<file path="src/rtl/rst_seq_pkg.sv">
// Shared types and helpers for the board reset sequencer.
// Optional watchdog is enabled with RST_SEQ_WDT_EN.
package rst_seq_pkg;

    typedef enum logic [1:0] {
        HOLD,
        STAGE,
        RUN
    } state_t;

    function automatic int cnt_w(input int n);
        return ($clog2(n) < 1) ? 1 : $clog2(n);
    endfunction

endpackage

</file>
<file path="src/rtl/key_debounce.sv">
// Two-flop synchroniser and debounce filter for an active-low key.
// Emits a one-cycle pulse on each debounced press.
module key_debounce
    import rst_seq_pkg::*;
#(
    parameter int DEBOUNCE_CYCLES = 16
) (
    input  logic clk,
    input  logic reset,
    input  logic key_n,
    output logic key_db,
    output logic key_press
);

    localparam int DW = cnt_w(DEBOUNCE_CYCLES);
    localparam logic [DW-1:0] D_MAX = DW'(DEBOUNCE_CYCLES - 1);

    logic          sync1;
    logic          key_s;
    logic [DW-1:0] dcnt;
    logic          flip;

    assign flip = (key_s != key_db) && (dcnt == D_MAX);

    always_ff @(posedge clk) begin
        if (reset) begin
            sync1     <= 1'b0;
            key_s     <= 1'b0;
            key_db    <= 1'b0;
            dcnt      <= '0;
            key_press <= 1'b0;
        end else begin
            sync1     <= key_n;
            key_s     <= sync1;
            key_press <= flip && key_db;
            if (key_s == key_db) begin
                dcnt <= '0;
            end else if (flip) begin
                key_db <= key_s;
                dcnt   <= '0;
            end else begin
                dcnt <= dcnt + 1'b1;
            end
        end
    end

endmodule

</file>
<file path="src/rtl/rst_sequencer.sv">
// Staged reset release for core, SDRAM and peripherals.
// Watchdog restart is compiled in with RST_SEQ_WDT_EN.
module rst_sequencer
    import rst_seq_pkg::*;
#(
    parameter int NUM_CH          = 4,
    parameter int DEBOUNCE_CYCLES = 16,
    parameter int STAGE_CYCLES    = 64,
    parameter int WDT_CYCLES      = 1048576
) (
    input  logic              clk,
    input  logic              reset,
    input  logic              key_n,
    input  logic              sw_req,
    input  logic              kick,
    output logic [NUM_CH-1:0] rst_out,
    output logic              ready,
    output logic              key_press,
    output logic              wdt_fired
);

    localparam int SW = cnt_w(STAGE_CYCLES);
    localparam int IW = cnt_w(NUM_CH);
    localparam logic [SW-1:0] S_MAX = SW'(STAGE_CYCLES - 1);
    localparam logic [IW-1:0] I_LAST = IW'(NUM_CH - 1);
    localparam logic [NUM_CH-1:0] ONE = NUM_CH'(1);

    state_t            state, state_d;
    logic [SW-1:0]     scnt, scnt_d;
    logic [IW-1:0]     idx, idx_d;
    logic [NUM_CH-1:0] rst_q, rst_d;
    logic              ready_q, ready_d;
    logic              key_db;
    logic              wdt_to;
    logic              abort;

    key_debounce #(
        .DEBOUNCE_CYCLES(DEBOUNCE_CYCLES)
    ) u_deb (
        .clk      (clk),
        .reset    (reset),
        .key_n    (key_n),
        .key_db   (key_db),
        .key_press(key_press)
    );

`ifdef RST_SEQ_WDT_EN
    localparam int WW = cnt_w(WDT_CYCLES);
    localparam logic [WW-1:0] W_MAX = WW'(WDT_CYCLES - 1);

    logic [WW-1:0] wcnt;
    logic          fired_q;

    // A kick on the timeout cycle still rescues the system.
    assign wdt_to = (state == RUN) && !kick && (wcnt == W_MAX);

    always_ff @(posedge clk) begin
        if (reset) begin
            wcnt    <= '0;
            fired_q <= 1'b0;
        end else begin
            if (state != RUN || kick || wdt_to) begin
                wcnt <= '0;
            end else begin
                wcnt <= wcnt + 1'b1;
            end
            if (wdt_to) begin
                fired_q <= 1'b1;
            end
        end
    end

    assign wdt_fired = fired_q;
`else
    logic unused_kick;

    assign unused_kick = kick;
    assign wdt_to      = 1'b0;
    assign wdt_fired   = 1'b0;
`endif

    assign abort = key_press || sw_req || wdt_to;

    always_ff @(posedge clk) begin
        if (reset) begin
            state   <= HOLD;
            scnt    <= '0;
            idx     <= '0;
            rst_q   <= '1;
            ready_q <= 1'b0;
        end else begin
            state   <= state_d;
            scnt    <= scnt_d;
            idx     <= idx_d;
            rst_q   <= rst_d;
            ready_q <= ready_d;
        end
    end

    always_comb begin
        state_d = state;
        scnt_d  = scnt;
        idx_d   = idx;
        rst_d   = rst_q;
        ready_d = ready_q;
        unique case (state)
            HOLD: begin
                rst_d   = '1;
                ready_d = 1'b0;
                idx_d   = '0;
                if (!key_db) begin
                    scnt_d = '0;
                end else if (scnt == S_MAX) begin
                    rst_d  = ~ONE;
                    scnt_d = '0;
                    if (NUM_CH == 1) begin
                        state_d = RUN;
                        ready_d = 1'b1;
                    end else begin
                        state_d = STAGE;
                        idx_d   = IW'(1);
                    end
                end else begin
                    scnt_d = scnt + 1'b1;
                end
            end
            STAGE: begin
                if (abort) begin
                    state_d = HOLD;
                    scnt_d  = '0;
                    idx_d   = '0;
                    rst_d   = '1;
                    ready_d = 1'b0;
                end else if (scnt == S_MAX) begin
                    rst_d  = rst_q & ~(ONE << idx);
                    scnt_d = '0;
                    if (idx == I_LAST) begin
                        state_d = RUN;
                        ready_d = 1'b1;
                    end else begin
                        idx_d = idx + 1'b1;
                    end
                end else begin
                    scnt_d = scnt + 1'b1;
                end
            end
            RUN: begin
                if (abort) begin
                    state_d = HOLD;
                    scnt_d  = '0;
                    idx_d   = '0;
                    rst_d   = '1;
                    ready_d = 1'b0;
                end else begin
                    rst_d   = '0;
                    ready_d = 1'b1;
                end
            end
            default: begin
                state_d = HOLD;
                scnt_d  = '0;
                idx_d   = '0;
                rst_d   = '1;
                ready_d = 1'b0;
            end
        endcase
    end

    assign rst_out = rst_q;
    assign ready   = ready_q;

endmodule

</file>
<file path="config.mk">
export PLATFORM = sky130hd
export DESIGN_NAME = rst_sequencer
export DESIGN_NICKNAME = d
export VERILOG_FILES = /design/src/rtl/rst_seq_pkg.sv /design/src/rtl/key_debounce.sv /design/src/rtl/rst_sequencer.sv
export SDC_FILE = /design/constraint.sdc
export NUM_CORES = 1
export LEC_CHECK = 0
export ABC_AREA = 1
export CAP_MARGIN = 30
export CORE_UTILIZATION = 35
export CTS_CLUSTER_SIZE = 12
export DETAILED_ROUTE_END_ITERATION = 16
export GPL_ROUTABILITY_DRIVEN = 1
export GPL_TIMING_DRIVEN = 0
export PLACE_DENSITY = 0.56
export SYNTH_ARGS = -nofsm -noshare
export SYNTH_HDL_FRONTEND = slang
export SYNTH_SLANG_ARGS = --single-unit
</file>
<file path="constraint.sdc">
create_clock -name clk -period 2.7 [get_ports clk]
set_input_delay 0.27 -clock clk [delete_from_list [all_inputs] [get_ports clk]]
set_output_delay 0.27 -clock clk [all_outputs]
set_load 0.02 [all_outputs]
</file>
==> summary.md <==
- 0 — count of flip-flops with a built-in enable after synthesis
- dfxtp_1 — biggest area consumer among synthesized cells
- dfxtp_1, ha_1, nand2_1 — main area contributors after synthesis
- built — CTS tree
- 61.0% — part of the power in registers
- 0.12 ns — clock transition at the registers of the reported paths
- 0 — diode insertion count for antenna repair
- 21 — number of rows in the core area
- 0.149 mW — switching power of the nets
- 14 — largest net degree at the start of global routing
- 2 — count of cells along the worst hold path
- idx[0] — R2R Path End
- 10.4% — combinational power share
- 1,028 — via count of the first global-routing pass
- no — RSZ-0062 raised after global routing
- 0 ns — setup tns final
- 14.4% — layout cell share with drive strength beyond 1
- 1280 um^2 — post-synthesis cell area
- u_deb.key_s — Worst Hold Path EP
- 0% — share of synthesized flip-flops with an asynchronous set or reset
- 27 — count of distinct cell types in the synthesized netlist
- 168 — number of cells produced by synthesis
- 0 — number of max-cap violations
- 36.1% — proportion of netlist area held by the largest area contributor
- 183 — Post-Syn Nets
- 0 — count of nets left with antenna violations after detail routing
- flip-flop to output pin — path type of the worst setup path
- 0.560 ns — measured slew at the worst slew-check pin
- 0 — total global routing overflow
- 7.60 um^2 — Avg Synthesized Cell Area
- 626 MHz — Max Fclk
- 0.62 ns — highest cell delay on the worst timing path
- 3420 um^2 — core outline area
- 30.0% — Synth Area in Simple Gates
- 25.9% — switch share
- 0 — DRC violations left
- 4 — Detailed Routing Iterations Pass 1
- 4490 um — wire length of the first global-routing pass
- clkbuf_4 — root buffer cell
- 62.7% — worst-case headroom to the max-slew limit
- flip-flop — kind of launch point of the worst setup path
- 2.43 ns — required arrival time at the worst endpoint
- 0 — final slew viol count
- 1,072 — total number of vias
- 62.4 um — die boundary width
- 1.60 ns — shortest period the worst path allows
- 0.221 mV — IR drop worst, VDD
- 0 — postcts setup bufs
- 3 — clock buffers created by TritonCTS
- output pin — type of destination of the critical path
- 0 — Post-CTS Hold Buffers
- 42.5% — Util after Layout
- 0 — final-report setup violation count
- 59.2% — final critical-path share of the clock period
- u_deb.sync1 — min-delay src
- 14.6% — overall global routing resource usage
- clkdlybuf4s50_1 — cell-by-cell trace of the critical path
- 0.0107 ns — Worst Skew
- clkdlybuf4s50_1 — slowest cell on the critical path
- 0.32 ns — clock network latency to the later pin of the worst-skew pair
- 0 — number of antenna violations at the first check in global routing
- 0.686% — XOR/XNOR Fraction of Synth Area
- dfxtp_1 — ys flop type
- flip-flop to flip-flop — path class of the lowest-slack min-delay path
- 1 — CP bufs+invs
- nand2_1 — dominant cell by count in the synthesized netlist
- 37.4% — effective utilization at floorplan
- 40 — number of violations reported at the end of detailed-routing iteration 0
- 0.420 ns — hold slack
- 1.33 ns — data arrival time at the worst-slack endpoint
- 0.804 — weighted congestion at the end of routability-driven global placement
- nand2_1, dfxtp_1, inv_1, a21oi_1, nand3_1 — most frequent cells after synthesis
- 1.21 ns — internal reg-to-reg setup slack
- 9.80% — Synth Area in Adders
- 11.4 um — Avg WL per Cell
- 1960 um — DPL Wire Length
- 7 — worst reg2reg path depth
- 23 — flip-flop and latch count after synthesis
- 2 — highest fanout seen on the critical path
- complete, no violations — status
- scnt[0] — launching point of the worst reg2reg path
- 395 nW/um^2 — total power density per cell area
- 4.72 — average via count per standard cell
- 62.4 um — die height
- 14.8% — complex-gate fraction of the synthesized area
- 36.1% — sequential share of the synthesized area
- 0 — cts repair resizes
- 3890 um^2 — DIE AREA
- 1 — H-tree levels
- 2 — Clock Tree Buf Depth
- buffers and inverters — Largest delay share family, worst path
- 13.7% — Area growth syn-to-layout
- 0% — post-synthesis mux area share
- 0 — count of warnings emitted by yosys
- 197 — number of nets in the finished design
- 12 — Top Ports
- 2590 um — overall routed net length
- 9 — buffers added on ports
- 1420 um^2 — dpl cell area
- 28.6% — clock share of power
- 0.424 mW — Pint
- simple AND/OR/NAND/NOR gates — dominant combinational cell family by area after synthesis
- 23 — number of clock sinks
- 1450 um^2 — finished layout cell area
- 0 — final hold violation count
- 0.598 nW — Leak Pwr
==> cell type report <==
cell class              instances  area (um^2)
plain buffers                   3         22.5
clock buffers                   3         22.5
clock inverters                 1         5.00
fillers                       362         1960
inverters                      22         83.8
multi-input cells             120          709
flip-flops and latches         23          460
well taps                      46         57.6
repair buffers                  9         90.1
==> per-stage QoR <==
step | worst slack, ns | power, mW | cells
floorplan | 1.42 | 0.396 | 168
global placement | 0.973 | 0.415 | 223
detailed placement | 0.967 | 0.417 | 223
CTS | 1.08 | 0.584 | 227
global route | 1.04 | 0.601 | 227
finish | 1.10 | 0.573 | 227
==> layout by cell type (no fill, tap or decap) <==
| master | netlist | final |
|---|---|---|
| a21oi_1 | 16 | 16 |
| a21oi_2 | 2 | 2 |
| buf_1 | 1 | 1 |
| buf_4 | 1 | 1 |
| buf_6 | 1 | 1 |
| clkbuf_4 | 0 | 3 |
| clkdlybuf4s50_1 | 0 | 9 |
| clkinv_2 | 1 | 2 |
| conb_1 | 1 | 1 |
| dfxtp_1 | 23 | 23 |
| ha_1 | 10 | 10 |
| inv_1 | 19 | 19 |
| inv_2 | 2 | 2 |
| nand2_1 | 32 | 32 |
| nand2_2 | 3 | 3 |
| nand2_4 | 3 | 3 |
| nand3_1 | 15 | 15 |
| nand3_2 | 1 | 1 |
| nand3b_1 | 1 | 1 |
| nor2_1 | 12 | 12 |
| nor2_2 | 1 | 1 |
| nor2_4 | 4 | 4 |
| nor3_1 | 3 | 3 |
| nor4_1 | 1 | 1 |
| o21a_1 | 1 | 1 |
| o21ai_0 | 10 | 10 |
| o21ai_2 | 2 | 2 |
| o21ai_4 | 1 | 1 |
| xor2_1 | 1 | 1 |
==> flip-flops by register name (all words and copies together), names as in the netlist <==
name and cells:
u_deb.dcnt 4, u_deb.key_press 1, u_deb.key_db 1, u_deb.key_s 1, u_deb.sync1 1, ready 1, scnt 6, state 2
rst_out 4, idx 2
==> logic make-up after synthesis <==
group | Yosys count
flops | 23
xor+xnor | 1
buf+inv | 25
fa+ha+maj | 10
compound gates | 32
other cells | 1
simple gates | 76
==> how the worst max path moves through the flow <==
stage,from,to,slack (ns),cells past startpoint
finish,u_deb.key_press,key_press,1.10,1
global route,u_deb.key_press,key_press,1.04,1
CTS,u_deb.key_press,key_press,1.08,1
detailed placement,sw_req,rst_out[3],0.97,7
global placement,sw_req,rst_out[1],0.97,7
floorplan,state[1],state[0],1.42,8
==> tightest hold or removal path, delay by kind of cell, from the launching register on <==
kind / cells / cell delay (ns)
buf+inv: 1 / 0.04
flops: 1 / 0.32
simple gates: 1 / 0.03
==> routing by layer <==
metal | GRT usage [%] | part of all wire [%] | vias to the layer above | routed length, um
li1 | - | - | 567 | -
met1 | 17.3 | 48 | 492 | 1250
met2 | 25.1 | 49 | 9 | 1260
met3 | 3.28 | 1.8 | 4 | 46
met4 | 6.10 | 1.2 | 0 | 31
met5 | 0 | 0 | - | 0
==> power groups by stage <==
stage	clock network [mW]	logic, mW	registers (mW)
after CTS	0.174	0.0598	0.349
after global placement	0	0.0584	0.356
after detailed placement	0	0.0597	0.357
after global routing	0.185	0.0658	0.350
after floorplan	0	0.0366	0.360
final	0.164	0.0595	0.349
Power figures use the tool's default switching activity.
